File: src/rtl/conv_row_sequencer_if.sv
// ---------------------------------------------------------------------------
// conv_row_sequencer_if
// Handshake bundle between the convolution row sequencer, the line-buffer
// loader and the MAC stage.
//   start      : one-cycle frame start request
//   busy       : sequencer is not idle
//   done       : one-cycle frame completion pulse
//   err        : one-cycle loader timeout pulse
//   buf_next   : one-cycle request to the loader for the next 3-row window
//   buf_loaded : loader acknowledge, window data valid
//   row_idx    : current output row
//   col_idx    : current window column
//   win_valid  : row_idx/col_idx name a valid window for the MAC
//   win_ready  : MAC accepts the window this cycle
//   last_col   : win_valid on the final column of the row
// Modport master is the sequencer side; slave is the environment side.
// ---------------------------------------------------------------------------
interface conv_row_sequencer_if #(
  parameter int ROW_W = 7,
  parameter int COL_W = 7
);
  logic             start;
  logic             busy;
  logic             done;
  logic             err;
  logic             buf_next;
  logic             buf_loaded;
  logic [ROW_W-1:0] row_idx;
  logic [COL_W-1:0] col_idx;
  logic             win_valid;
  logic             win_ready;
  logic             last_col;

  modport master (
    input  start, buf_loaded, win_ready,
    output busy, done, err, buf_next, row_idx, col_idx, win_valid, last_col
  );

  modport slave (
    output start, buf_loaded, win_ready,
    input  busy, done, err, buf_next, row_idx, col_idx, win_valid, last_col
  );
endinterface

File: src/rtl/conv_row_sequencer.sv
// ---------------------------------------------------------------------------
// conv_row_sequencer
// Frame-level controller for the sliding-window convolution datapath. For
// every vertical window position it requests a 3-row window from the line
// buffer loader, waits for its acknowledge, sweeps every valid column to the
// MAC under valid/ready, drains the MAC pipeline, then moves to the next row.
// Ports:
//   clk : rising-edge clock
//   rst : synchronous active-low reset
//   bus : conv_row_sequencer_if.master (start/busy/done/err, loader
//         buf_next/buf_loaded, MAC row_idx/col_idx/win_valid/win_ready/
//         last_col)
// Optional build macro SEQ_TIMEOUT_EN: adds a loader acknowledge timeout
// that pulses err and returns to idle. Without it err is tied low and the
// sequencer waits for the loader indefinitely.
// ---------------------------------------------------------------------------
module conv_row_sequencer #(
  parameter int IMAGE_WIDTH  = 128,
  parameter int IMAGE_HEIGHT = 128,
  parameter int FILTER_SIZE  = 3,
  parameter int PIPE_LAT     = 4,
  parameter int TIMEOUT      = 64
) (
  input  logic                  clk,
  input  logic                  rst,
  conv_row_sequencer_if.master  bus
);

  localparam int OUT_ROWS = IMAGE_HEIGHT - FILTER_SIZE + 1;
  localparam int OUT_COLS = IMAGE_WIDTH - FILTER_SIZE + 1;
  localparam int ROW_W    = (IMAGE_HEIGHT > 1) ? $clog2(IMAGE_HEIGHT) : 1;
  localparam int COL_W    = (IMAGE_WIDTH > 1) ? $clog2(IMAGE_WIDTH) : 1;
  localparam int DRN_W    = (PIPE_LAT > 1) ? $clog2(PIPE_LAT + 1) : 1;

  localparam logic [ROW_W-1:0] LAST_ROW = ROW_W'(OUT_ROWS - 1);
  localparam logic [COL_W-1:0] LAST_COL = COL_W'(OUT_COLS - 1);
  localparam logic [DRN_W-1:0] LAST_DRN = DRN_W'(PIPE_LAT - 1);

  typedef enum logic [2:0] {
    S_IDLE  = 3'd0,
    S_REQ   = 3'd1,
    S_WAIT  = 3'd2,
    S_SWEEP = 3'd3,
    S_DRAIN = 3'd4,
    S_NEXT  = 3'd5,
    S_DONE  = 3'd6
  } state_t;

  state_t           state_q, state_d;
  logic [ROW_W-1:0] row_q, row_d;
  logic [COL_W-1:0] col_q, col_d;
  logic [DRN_W-1:0] drn_q, drn_d;
  logic             err_q, err_d;

`ifdef SEQ_TIMEOUT_EN
  localparam int TMO_W = (TIMEOUT > 1) ? $clog2(TIMEOUT + 1) : 1;
  localparam logic [TMO_W-1:0] LAST_TMO = TMO_W'(TIMEOUT - 1);
  logic [TMO_W-1:0] tmo_q, tmo_d;
`else
  logic unused_timeout_s;
  assign unused_timeout_s = (TIMEOUT > 0);
`endif

  // State register
  always_ff @(posedge clk) begin
    if (!rst) begin
      state_q <= S_IDLE;
    end else begin
      state_q <= state_d;
    end
  end

  // Row/column/drain/timeout counters and the registered error pulse
  always_ff @(posedge clk) begin
    if (!rst) begin
      row_q <= '0;
      col_q <= '0;
      drn_q <= '0;
      err_q <= 1'b0;
`ifdef SEQ_TIMEOUT_EN
      tmo_q <= '0;
`endif
    end else begin
      row_q <= row_d;
      col_q <= col_d;
      drn_q <= drn_d;
      err_q <= err_d;
`ifdef SEQ_TIMEOUT_EN
      tmo_q <= tmo_d;
`endif
    end
  end

  // Next-state and counter update logic
  always_comb begin
    state_d = state_q;
    row_d   = row_q;
    col_d   = col_q;
    drn_d   = drn_q;
    err_d   = 1'b0;
`ifdef SEQ_TIMEOUT_EN
    tmo_d   = tmo_q;
`endif
    case (state_q)
      S_IDLE: begin
        if (bus.start) begin
          state_d = S_REQ;
          row_d   = '0;
          col_d   = '0;
        end else begin
          state_d = S_IDLE;
        end
      end
      S_REQ: begin
        state_d = S_WAIT;
`ifdef SEQ_TIMEOUT_EN
        tmo_d   = '0;
`endif
      end
      S_WAIT: begin
        // An acknowledge on the timeout cycle itself still wins.
        if (bus.buf_loaded) begin
          state_d = S_SWEEP;
        end else begin
`ifdef SEQ_TIMEOUT_EN
          if (tmo_q == LAST_TMO) begin
            state_d = S_IDLE;
            err_d   = 1'b1;
          end else begin
            tmo_d   = tmo_q + TMO_W'(1);
          end
`else
          state_d = S_WAIT;
`endif
        end
      end
      S_SWEEP: begin
        if (bus.win_ready) begin
          if (col_q == LAST_COL) begin
            col_d   = '0;
            drn_d   = '0;
            state_d = S_DRAIN;
          end else begin
            col_d   = col_q + COL_W'(1);
          end
        end else begin
          col_d = col_q;
        end
      end
      S_DRAIN: begin
        if (drn_q == LAST_DRN) begin
          state_d = S_NEXT;
        end else begin
          drn_d   = drn_q + DRN_W'(1);
        end
      end
      S_NEXT: begin
        if (row_q == LAST_ROW) begin
          state_d = S_DONE;
        end else begin
          row_d   = row_q + ROW_W'(1);
          state_d = S_REQ;
        end
      end
      S_DONE: begin
        state_d = S_IDLE;
      end
      default: begin
        state_d = S_IDLE;
      end
    endcase
  end

  // Moore output decode from the registered state and counters
  always_comb begin
    bus.busy      = (state_q != S_IDLE);
    bus.buf_next  = (state_q == S_REQ);
    bus.win_valid = (state_q == S_SWEEP);
    bus.last_col  = (state_q == S_SWEEP) && (col_q == LAST_COL);
    bus.done      = (state_q == S_DONE);
    bus.err       = err_q;
    bus.row_idx   = row_q;
    bus.col_idx   = col_q;
  end

endmodule

File: src/flat_wrapper.sv
// flat-port wrapper written by rule: the top's interface ports become plain ports
module conv_row_sequencer_flat 
#(
  parameter int IMAGE_WIDTH  = 128,
  parameter int IMAGE_HEIGHT = 128,
  parameter int FILTER_SIZE  = 3,
  parameter int PIPE_LAT     = 4,
  parameter int TIMEOUT      = 64
)
  (clk, rst, bus_start, bus_buf_loaded, bus_win_ready, bus_busy, bus_done, bus_err, bus_buf_next, bus_row_idx, bus_col_idx, bus_win_valid, bus_last_col);
  conv_row_sequencer_if #(.ROW_W(7), .COL_W(7)) bus_i ();
  input  logic clk;
  input  logic rst;
  input wire logic [$bits(bus_i.start)-1:0] bus_start;
  input wire logic [$bits(bus_i.buf_loaded)-1:0] bus_buf_loaded;
  input wire logic [$bits(bus_i.win_ready)-1:0] bus_win_ready;
  output wire logic [$bits(bus_i.busy)-1:0] bus_busy;
  output wire logic [$bits(bus_i.done)-1:0] bus_done;
  output wire logic [$bits(bus_i.err)-1:0] bus_err;
  output wire logic [$bits(bus_i.buf_next)-1:0] bus_buf_next;
  output wire logic [$bits(bus_i.row_idx)-1:0] bus_row_idx;
  output wire logic [$bits(bus_i.col_idx)-1:0] bus_col_idx;
  output wire logic [$bits(bus_i.win_valid)-1:0] bus_win_valid;
  output wire logic [$bits(bus_i.last_col)-1:0] bus_last_col;
  assign bus_i.start = bus_start;
  assign bus_i.buf_loaded = bus_buf_loaded;
  assign bus_i.win_ready = bus_win_ready;
  assign bus_busy = bus_i.busy;
  assign bus_done = bus_i.done;
  assign bus_err = bus_i.err;
  assign bus_buf_next = bus_i.buf_next;
  assign bus_row_idx = bus_i.row_idx;
  assign bus_col_idx = bus_i.col_idx;
  assign bus_win_valid = bus_i.win_valid;
  assign bus_last_col = bus_i.last_col;
  conv_row_sequencer #(.IMAGE_WIDTH(IMAGE_WIDTH), .IMAGE_HEIGHT(IMAGE_HEIGHT), .FILTER_SIZE(FILTER_SIZE), .PIPE_LAT(PIPE_LAT), .TIMEOUT(TIMEOUT)) u_core (.clk(clk), .rst(rst), .bus(bus_i));
endmodule
File: config.mk
export PLATFORM = sky130hd
export DESIGN_NAME = conv_row_sequencer_flat
export DESIGN_NICKNAME = d
export VERILOG_FILES = /design/src/rtl/conv_row_sequencer_if.sv /design/src/rtl/conv_row_sequencer.sv /design/src/flat_wrapper.sv
export SDC_FILE = /design/constraint.sdc
export NUM_CORES = 1
export LEC_CHECK = 0
export CAP_MARGIN = 15
export CORE_ASPECT_RATIO = 1.2
export CORE_MARGIN = 4
export CORE_UTILIZATION = 54
export DETAILED_ROUTE_END_ITERATION = 7
export HOLD_SLACK_MARGIN = 0.12
export PLACE_DENSITY = 0.81
export SLEW_MARGIN = 10
export SYNTH_ARGS = -nofsm -noshare
export SYNTH_HDL_FRONTEND = slang
export SYNTH_SLANG_ARGS = --single-unit
File: constraint.sdc
create_clock -name clk -period 3.9 [get_ports clk]
set_input_delay 0.585 -clock clk [delete_from_list [all_inputs] [get_ports clk]]
set_output_delay 0.585 -clock clk [all_outputs]
set_load 0.01 [all_outputs]
---- Word level (Yosys, flattened, before mapping) ----
Cells that the tools add are included.
Widths: inputs -> output; s select.
word-level totals
  register bits ........................... 20
  bits in latches ......................... 0
  RAM bits ................................ 0
  memory bits (read-only) ................. 0
  bits of input ports ..................... 5
  word-level logic and storage cells ...... 49
  memories ................................ 0
cells by class
  add/subtract/negate cells ............... 3
  multipliers ............................. 0
  div/mod/pow operators ................... 0
  order comparisons ....................... 0
  equality and inequality tests ........... 15
  shift operators ......................... 0
  muxes and demuxes ....................... 17
  bitwise gates (word level) .............. 0
  reduce and logical (&&, ||, !) cells .... 10
operators by type and width
  kind                 count
  $mux 7               4
  $pmux 7 s2           2
  $mux 3               7
  $pmux 3 s6           1
  $add 7x1->7 const B  2
  $eq 7x7->1 const B   2
  $eq 3x2->1 const B   3
  $eq 3x3->1 const B   3
  $reduce_and 3->1     3
  $ne 2x2->1 const B   4
  $pmux 3 s2           1
  $reduce_bool 2->1    3
  $ne 2x1->1 const B   2
  $reduce_and 4->1     1
  $add 3x1->3 const B  1
  $eq 3x1->1 const B   1
  $logic_not 3->1      1
  $reduce_bool 3->1    1
  $mux 1               2
  $logic_and 1x1->1    1

---- Longest topological paths before layout ----
Gate-level depths: netlist (run 1).
  word-level depth ........................ 4
  depth in mapped cells ................... 6
  depth with buffers taken out ............ 6

---- Worst setup path after synthesis (run 1) ----
No wires, ideal clock.
  path kind ............................... register to output
  start ................................... reg u_core.col_q[0] (netlist: u_core.bus.col_idx[0])
  end ..................................... out bus_last_col
  arrival ................................. 1105 ps
  data required time ...................... 3315 ps
  setup slack ............................. 2210 ps
  stages on the path, launching flop included .. 5
  buffers on the path ..................... 0
  cells stage by stage .................... dfxtp_1 ha_1 and4_4 nand2_2 nor2_1
on the way
  word-level cells in the longest chain between the ends .. 2
RTL lines
  what                      RTL line                   text
  start: declaration        conv_row_sequencer.sv:51   logic [COL_W-1:0] col_q, col_d;
  start signal: assignment  conv_row_sequencer.sv:85   col_q <= col_d;
  $eq 7x7->1                conv_row_sequencer.sv:179  bus.last_col = (state_q == S_SWEEP) && (col_q == LAST_COL);
  $logic_and 1x1->1         conv_row_sequencer.sv:179
  end: declaration          flat_wrapper.sv:24         output wire logic [$bits(bus_i.last_col)-1:0] bus_last_col;
No other way between the ends.

---- Worst setup path after layout (run 1) ----
Ends and elaborated chain as after synthesis.

==> run summary, run 1 <==
The number of DRC violations after detailed-routing iteration 0 is 31. The clock latency of the later-clocked register in the worst-skew pair came out at around 0.30 ns. The first global-routing pass estimated approximately 4400 um of wire. The fraction of registers with async set or reset after synthesis is 0%.

Among all flip-flop cells after synthesis, the most frequent one is sky130_fd_sc_hd__dfxtp_1. For the worst flop-to-flop path, the logic depth is 3. The gate count of the mapped netlist is between 100 and 150.

The number of max-capacitance violations reported came out at 0. Counting the buffers created by CTS gives 3. The via count of the first global-routing pass came out at between 1000 and 1500. The worst setup path is captured at a primary output.

Routability-driven placement finished with a final weighted congestion of between 0.8 and 0.9. The I/O pin count came out at 25. The worst slew margin relative to its limit came out at 63.9%. The antenna violation net count after detailed routing is 0. The worst setup path is of the flop to primary output kind. Once the clock tree was built, the setup fixing pass inserted 0 buffers.

Summed over all cells, the static leakage comes to between 0.5 and 0.6 nW. The total power per unit cell area came out at around 260 nW/um2. The post-route minimum period came out at 2.52 ns. The final critical-path share of the clock period came out at about two thirds.

The average routed wire per standard cell came out at approximately 13 um. The die span in y is approximately 60 um. The detailed-route DRC error count came out at 0. The core area came out at between 2000 and 2500 um2. Setup repair after global routing left no endpoint under its margin. The final number of hold-violating endpoints came out at 0. The area overhead of the layout relative to synthesis came out at 22.9%. The final setup TNS came out at 0 ns.

The depth of the CTS H-tree came out at 1. Measured along the x axis, the die boundary spans 51.0 um. The maximum clock skew at final layout came out at roughly 0.0035 ns. The number of synthesis warnings is 0. In this run the worst hold path is classified as flop to flop. The tree is rooted in a sky130_fd_sc_hd__clkbuf_4. STA puts the critical path data required time at 3.31 ns. The total congestion overflow is 0. After clock tree synthesis, the clock-pin slew on the worst setup and hold paths is ~0.12 ns. The flip-flop and latch count after synthesis came out at 20.

The worst hold path was traced through 2 stages. The maximum resistive drop on vdd came out at between 200 and 300 uV. The global router's overall resource usage is roughly a fifth. Entering global routing, the biggest net connects 17 pins. STA classifies the critical path startpoint as a flop. The share of cells above drive strength 1 is 8.13%. In this run the tool buffered the top-level ports with 23 buffer cells. The net total in the final layout came out at about 170. The maximum clock frequency is 0.396 GHz. The final-report max-slew violation count is 0. The run finished with clean final reports. The post-cts gate resize count is 0.

The via count normalized by instance count is between 5 and 6. The overall die area came out at about 3000 um2. Setup violations remaining at the end of the flow were counted as 0. The initial core utilization came out at between 50% and 60%.

In this run, synthesis inferred 0 flip-flops with an integrated enable. The clock drives 20 sinks. The placed wire-length estimate came out at around 1900 um. The average instance area after synthesis came out at 8.69 um2. The first detailed-routing pass ran for 6 iterations. The worst hold-check slack is 0.504 ns. The synthesized cell area is 1200 um2. The count of vias placed by the detailed router is ~1100.

The transition at the pin with the smallest max-transition slack came out at between 0.5 and 0.6 ns. The number of distinct library cells after synthesis came out at 49. The cts-stage hold buffer count came out at 0. TritonCTS built the clock tree.

The number of antenna diodes in the final layout is 0. For the worst setup path, the data arrival time is around 1.9 ns. The number of nets in the synthesized netlist is approximately 150. The number of rows created at floorplan came out at 18. The initial antenna violation count is 0. Of all nets on the critical path, the largest fanout is 6. The overall routed net length is roughly 2600 um.

The fraction of the yosys area taken by sequential cells is between 30% and 40%. The number of buffers between clock root and the deepest sink came out at 2.
[flip-flops by register name (all words and copies together), names as in the netlist]
signal,cells
u_core.bus.col_idx,7
u_core.state_q,3
u_core.drn_q,3
u_core.bus.row_idx,7
[cells in the mapped netlist, types with 2 or more instances]
cell type | n | area (um2)
sky130_fd_sc_hd__xor2_1 | 3 | 26.3
sky130_fd_sc_hd__nor3_1 | 2 | 10.0
sky130_fd_sc_hd__o22ai_1 | 2 | 12.5
sky130_fd_sc_hd__or3_1 | 4 | 25.0
sky130_fd_sc_hd__a21boi_1 | 2 | 15.0
sky130_fd_sc_hd__and2_1 | 2 | 12.5
sky130_fd_sc_hd__a21oi_1 | 4 | 20.0
sky130_fd_sc_hd__mux2i_1 | 6 | 60.1
sky130_fd_sc_hd__o21ai_1 | 3 | 15.0
sky130_fd_sc_hd__nand4_1 | 3 | 18.8
sky130_fd_sc_hd__nor2b_1 | 4 | 25.0
sky130_fd_sc_hd__dfxtp_1 | 20 | 400
sky130_fd_sc_hd__o2111ai_1 | 3 | 26.3
sky130_fd_sc_hd__nor2_1 | 9 | 33.8
sky130_fd_sc_hd__nand2_1 | 13 | 48.8
sky130_fd_sc_hd__buf_4 | 2 | 15.0
sky130_fd_sc_hd__inv_1 | 7 | 26.3
sky130_fd_sc_hd__a211oi_1 | 4 | 30.0
sky130_fd_sc_hd__ha_1 | 6 | 75.1
sky130_fd_sc_hd__a221oi_1 | 2 | 17.5
sky130_fd_sc_hd__nand3_1 | 5 | 25.0
sky130_fd_sc_hd__nand2b_1 | 4 | 25.0
sky130_fd_sc_hd__buf_2 | 2 | 10.0
[layout by cell type (no fill, tap or decap), types with 4 or more instances in the layout]
cell and count:
sky130_fd_sc_hd__a211oi_1 4, sky130_fd_sc_hd__a21oi_1 4, sky130_fd_sc_hd__clkdlybuf4s50_1 23, sky130_fd_sc_hd__dfxtp_1 20, sky130_fd_sc_hd__ha_1 6, sky130_fd_sc_hd__inv_1 7, sky130_fd_sc_hd__mux2i_1 6, sky130_fd_sc_hd__nand2_1 13
sky130_fd_sc_hd__nand2b_1 4, sky130_fd_sc_hd__nand3_1 5, sky130_fd_sc_hd__nor2_1 9, sky130_fd_sc_hd__nor2b_1 4, sky130_fd_sc_hd__or3_1 4
[layer usage]
metal / track usage [%] / part of all wire, % / wire length (um)
met5: 0 / 0 / 0
met4: 10.8 / 1.2 / 30
met3: 2.52 / 3.2 / 83
met2: 32.4 / 49 / 1250
met1: 22.7 / 46 / 1190
[stage by stage]
| stage | cells | setup WS [ns] | cell area, um2 | util [%] | total power, mW |
|---|---|---|---|---|---|
| after floorplan | 138 | 2.21 | 1200 | - | 0.248 |
| after global placement | 186 | 1.72 | 1440 | 68.7 | 0.263 |
| after detailed placement | 186 | 1.70 | 1440 | 68.7 | 0.264 |
| after CTS | 190 | 1.35 | 1480 | 70.4 | 0.386 |
| after global routing | 190 | 1.22 | 1480 | 70.4 | 0.401 |
| final | 190 | 1.38 | 1480 | 70.4 | 0.381 |
[logic make-up after synthesis]
group | Yosys count | synth area share (%)
AND/OR/NAND/NOR | 58 | 28.3
AO/OA/AOI/OAI | 30 | 18.8
other | 1 | 0.313
buffers and inverters | 13 | 4.90
adder cells (fa/ha/maj) | 6 | 6.26
XOR/XNOR | 3 | 2.19
multiplexers | 7 | 5.94
flip-flops | 20 | 33.4
[critical path: stages (launching register included)]
cell and delay, ns:
sky130_fd_sc_hd__dfxtp_1 0.47, sky130_fd_sc_hd__ha_1 0.19, sky130_fd_sc_hd__and4_4 0.26, sky130_fd_sc_hd__nand2_2 0.08
sky130_fd_sc_hd__nor2_1 0.10, sky130_fd_sc_hd__clkdlybuf4s50_1 0.54
[where the power goes]
part,internal (mW),leakage [nW],switching (mW)
Combinational,0.0208,0.360,0.0231
Clock,0.0570,0.0210,0.0652
Sequential,0.206,0.161,0.00906
Total,0.284,0.542,0.0973
[path summary, 6_finish.rpt]
check / from / endpoint / slack, ns
max: u_core.bus.col_idx[0]$_SDFFE_PN0P_ / bus_last_col / 1.38
min: u_core.bus.row_idx[6]$_SDFFE_PN0P_ / u_core.bus.row_idx[6]$_SDFFE_PN0P_ / 0.50
max reg2reg: u_core.state_q[0]$_SDFFE_PN0P_ / u_core.drn_q[0]$_SDFFE_PN0P_ / 2.22
min reg2reg: u_core.bus.row_idx[6]$_SDFFE_PN0P_ / u_core.bus.row_idx[6]$_SDFFE_PN0P_ / 0.50
[area by class of cell]
type | count | area [um2]
multi-input cells | 105 | 741
flip-flops and latches | 20 | 400
inverters | 8 | 30.0
well taps | 30 | 37.5
clock buffers | 4 | 36.3
fillers | 177 | 619
repair buffers | 23 | 230
Power figures use the tool's default switching activity.
==> inputs of run 2 (changes only) <==
CORE_UTILIZATION = 45   (was 54)
PLACE_DENSITY = 0.72   (was 0.81)
clock period = 2.18 ns   (was 3.9 ns; I/O delays follow)
==> run summary, run 2 (synthesis gave the netlist of run 1 again) <==
The detail route stage leaves a number of antenna-violating nets equal to 0. Timing would allow up to between 0.4 and 0.5 GHz. The final-report max-slew violation count is 0.

The total clock sinks is 20. The die is 64.6 um tall. The maximum resistive drop on vdd came out at around 320 uV. The via count normalized by instance count came out at between 5 and 6. The tree is rooted in a sky130_fd_sc_hd__clkbuf_4.

The number of rows created at floorplan is 20. The peak per-stage delay on the critical path came out at ~0.53 ns. The first global-routing pass estimated between 4000 and 5000 um of wire. The total overflow left after global routing is 0. The initial core utilization is 47.0%. The initial antenna violation count was 0. The area overhead of the layout relative to synthesis came out at 25.9%. The critical path runs through a total of 3 cells. Counting the fill cells in the layout gives 251.

Along the worst hold path, the cell count comes to 1. The worst setup path is captured at a primary output. The number of I/O port buffers is 23. The standby leakage power is 0.569 nW. The cts-stage hold buffer count came out at 0. The overall die area is around 3600 um2.

The net total in the final layout came out at approximately 180. The total power per unit cell area came out at roughly 460 nW/um2. Traced cell by cell, the critical path runs through buf_4, and2_1, clkdlybuf4s50_1. The total buffers and inverters traversed by the critical path came out at 2. The number of optimization iterations in the first detailed-route pass came out at 4.

The final setup TNS came out at 0 ns. The count of cells along the worst register-to-register path came out at 4. In this run the post-CTS setup repair buffer count came out at 0. The number of max-capacitance violations reported is 0. Measured along the x axis, the die boundary spans approximately 55 um. The highest-delay cell along the critical path is sky130_fd_sc_hd__dfxtp_1. The maximum clock skew at final layout came out at around 0.011 ns. Summed over all layers, the routed wires come to 2790 um. Global routing used between 15 and 20% of the available tracks. The final critical-path share of the clock period came out at between 90% and 100%. Cells fill between 50% and 60% of the core in the end.

Counting along the longest clock path gives a buffer depth of 2. The final cell count without fillers is around 200. The setup-violating endpoint count in the final report came out at 0. In the layout the commonest cells are 22 x sky130_fd_sc_hd__clkdlybuf4s50_1, 18 x sky130_fd_sc_hd__dfxtp_1, 13 x sky130_fd_sc_hd__nand2_1. The largest net degree at the start of global routing is 14. Grouping stages by cell kind, the critical path spends the most delay in buffers and inverters. The post-route netlist has between 10% and 20% of its cells at a drive strength greater than 1. The final weighted congestion in routability-driven placement is around 0.9.

The CTS buffer count is 3. The register-to-register path setup slack is ~0.51 ns. The tightest min-delay check is of the flop to flop type. The largest fanout on the critical path is 9. The data arrival at the endpoint of the critical path came out at 1.71 ns. The detailed-route DRC error count is 0. Once detailed placement completed, the half-perimeter wirelength came to 2120 um. The number of DRC violations after detailed-routing iteration 0 is 31. The via count of the first global-routing pass came to between 1000 and 1500. The later pin in the worst-skew pair is clocked with a latency of between 0.3 and 0.4 ns. The I/O pin count came out at 25.

The number of placed instances, taps included, is just under 200. The most common cell after layout, fill and taps aside is sky130_fd_sc_hd__clkdlybuf4s50_1. The final number of hold-violating endpoints is 0. By startpoint and endpoint, the worst setup path is classified as flop to primary output. The depth of the CTS H-tree came out at 1.

The worst setup path is launched from a flop. The core area is around 2600 um2. The post-CTS clock slew at the launch and capture registers of the worst setup and hold paths is approximately 0.12 ns. The antenna diode instance count is 0. The data required time of the worst path is between 1.5 and 2 ns. The average routed wire per standard cell is 14.1 um. The CTS tree is yes.

Setup repair after global routing left no endpoint under its margin. For this block, the via count after detailed routing is 1150. The post-route minimum period is 2.04 ns.

The post-cts gate resize count came out at 2. The run finished with clean final reports.
-- run 2: cell type report --
cell class,count,area (um2),area share (%)
sequential,20,403,26.7
clock buffer,4,36.3,2.40
multi-input combinational,105,741,49.0
timing repair buffer,27,259,17.1
tap,33,41.3,2.73
inverter,8,30.0,1.99
-- run 2: layer usage --
layer	up-vias	part of all wire, %	track usage (%)
met5	-	0	0
met4	0	0.86	6.38
met2	40	51	29.6
li1	559	-	-
met3	4	5.3	2.30
met1	547	42	21.8
-- run 2: worst paths after layout --
check                                                     from                            endpoint
worst max register to register  u_core.state_q[2]$_SDFFE_PN0P_  u_core.bus.col_idx[5]$_SDFFE_PN0P_
worst min-delay path              u_core.drn_q[2]$_SDFFE_PN0P_        u_core.drn_q[2]$_SDFFE_PN0P_
worst max-delay path            u_core.state_q[1]$_SDFFE_PN0P_                            bus_done
worst min register to register    u_core.drn_q[2]$_SDFFE_PN0P_        u_core.drn_q[2]$_SDFFE_PN0P_
-- run 2: where the power goes --
part / switching, mW / internal (mW) / leakage (nW)
Sequential: 0.0106 / 0.370 / 0.162
Combinational: 0.0494 / 0.0426 / 0.385
Clock: 0.117 / 0.102 / 0.0210
-- run 2: stage by stage --
stage	worst slack [ns]	area, um2	hold WS, ns	total power [mW]
after detailed placement	0.287	1470	0.458	0.479
after CTS	0.0929	1510	0.481	0.696
after floorplan	0.635	1200	0.432	0.444
final	0.142	1510	0.479	0.691
after global placement	0.318	1470	0.449	0.477
after global routing	0.0405	1510	0.505	0.729
-- run 2: worst register-to-register path, delay by kind of cell (launching register included) --
kind / cells / cell delay, ns
AO/OA/AOI/OAI: 1 / 0.38
AND/OR/NAND/NOR: 2 / 0.61
flip-flops: 1 / 0.39
buffers and inverters: 1 / 0.19
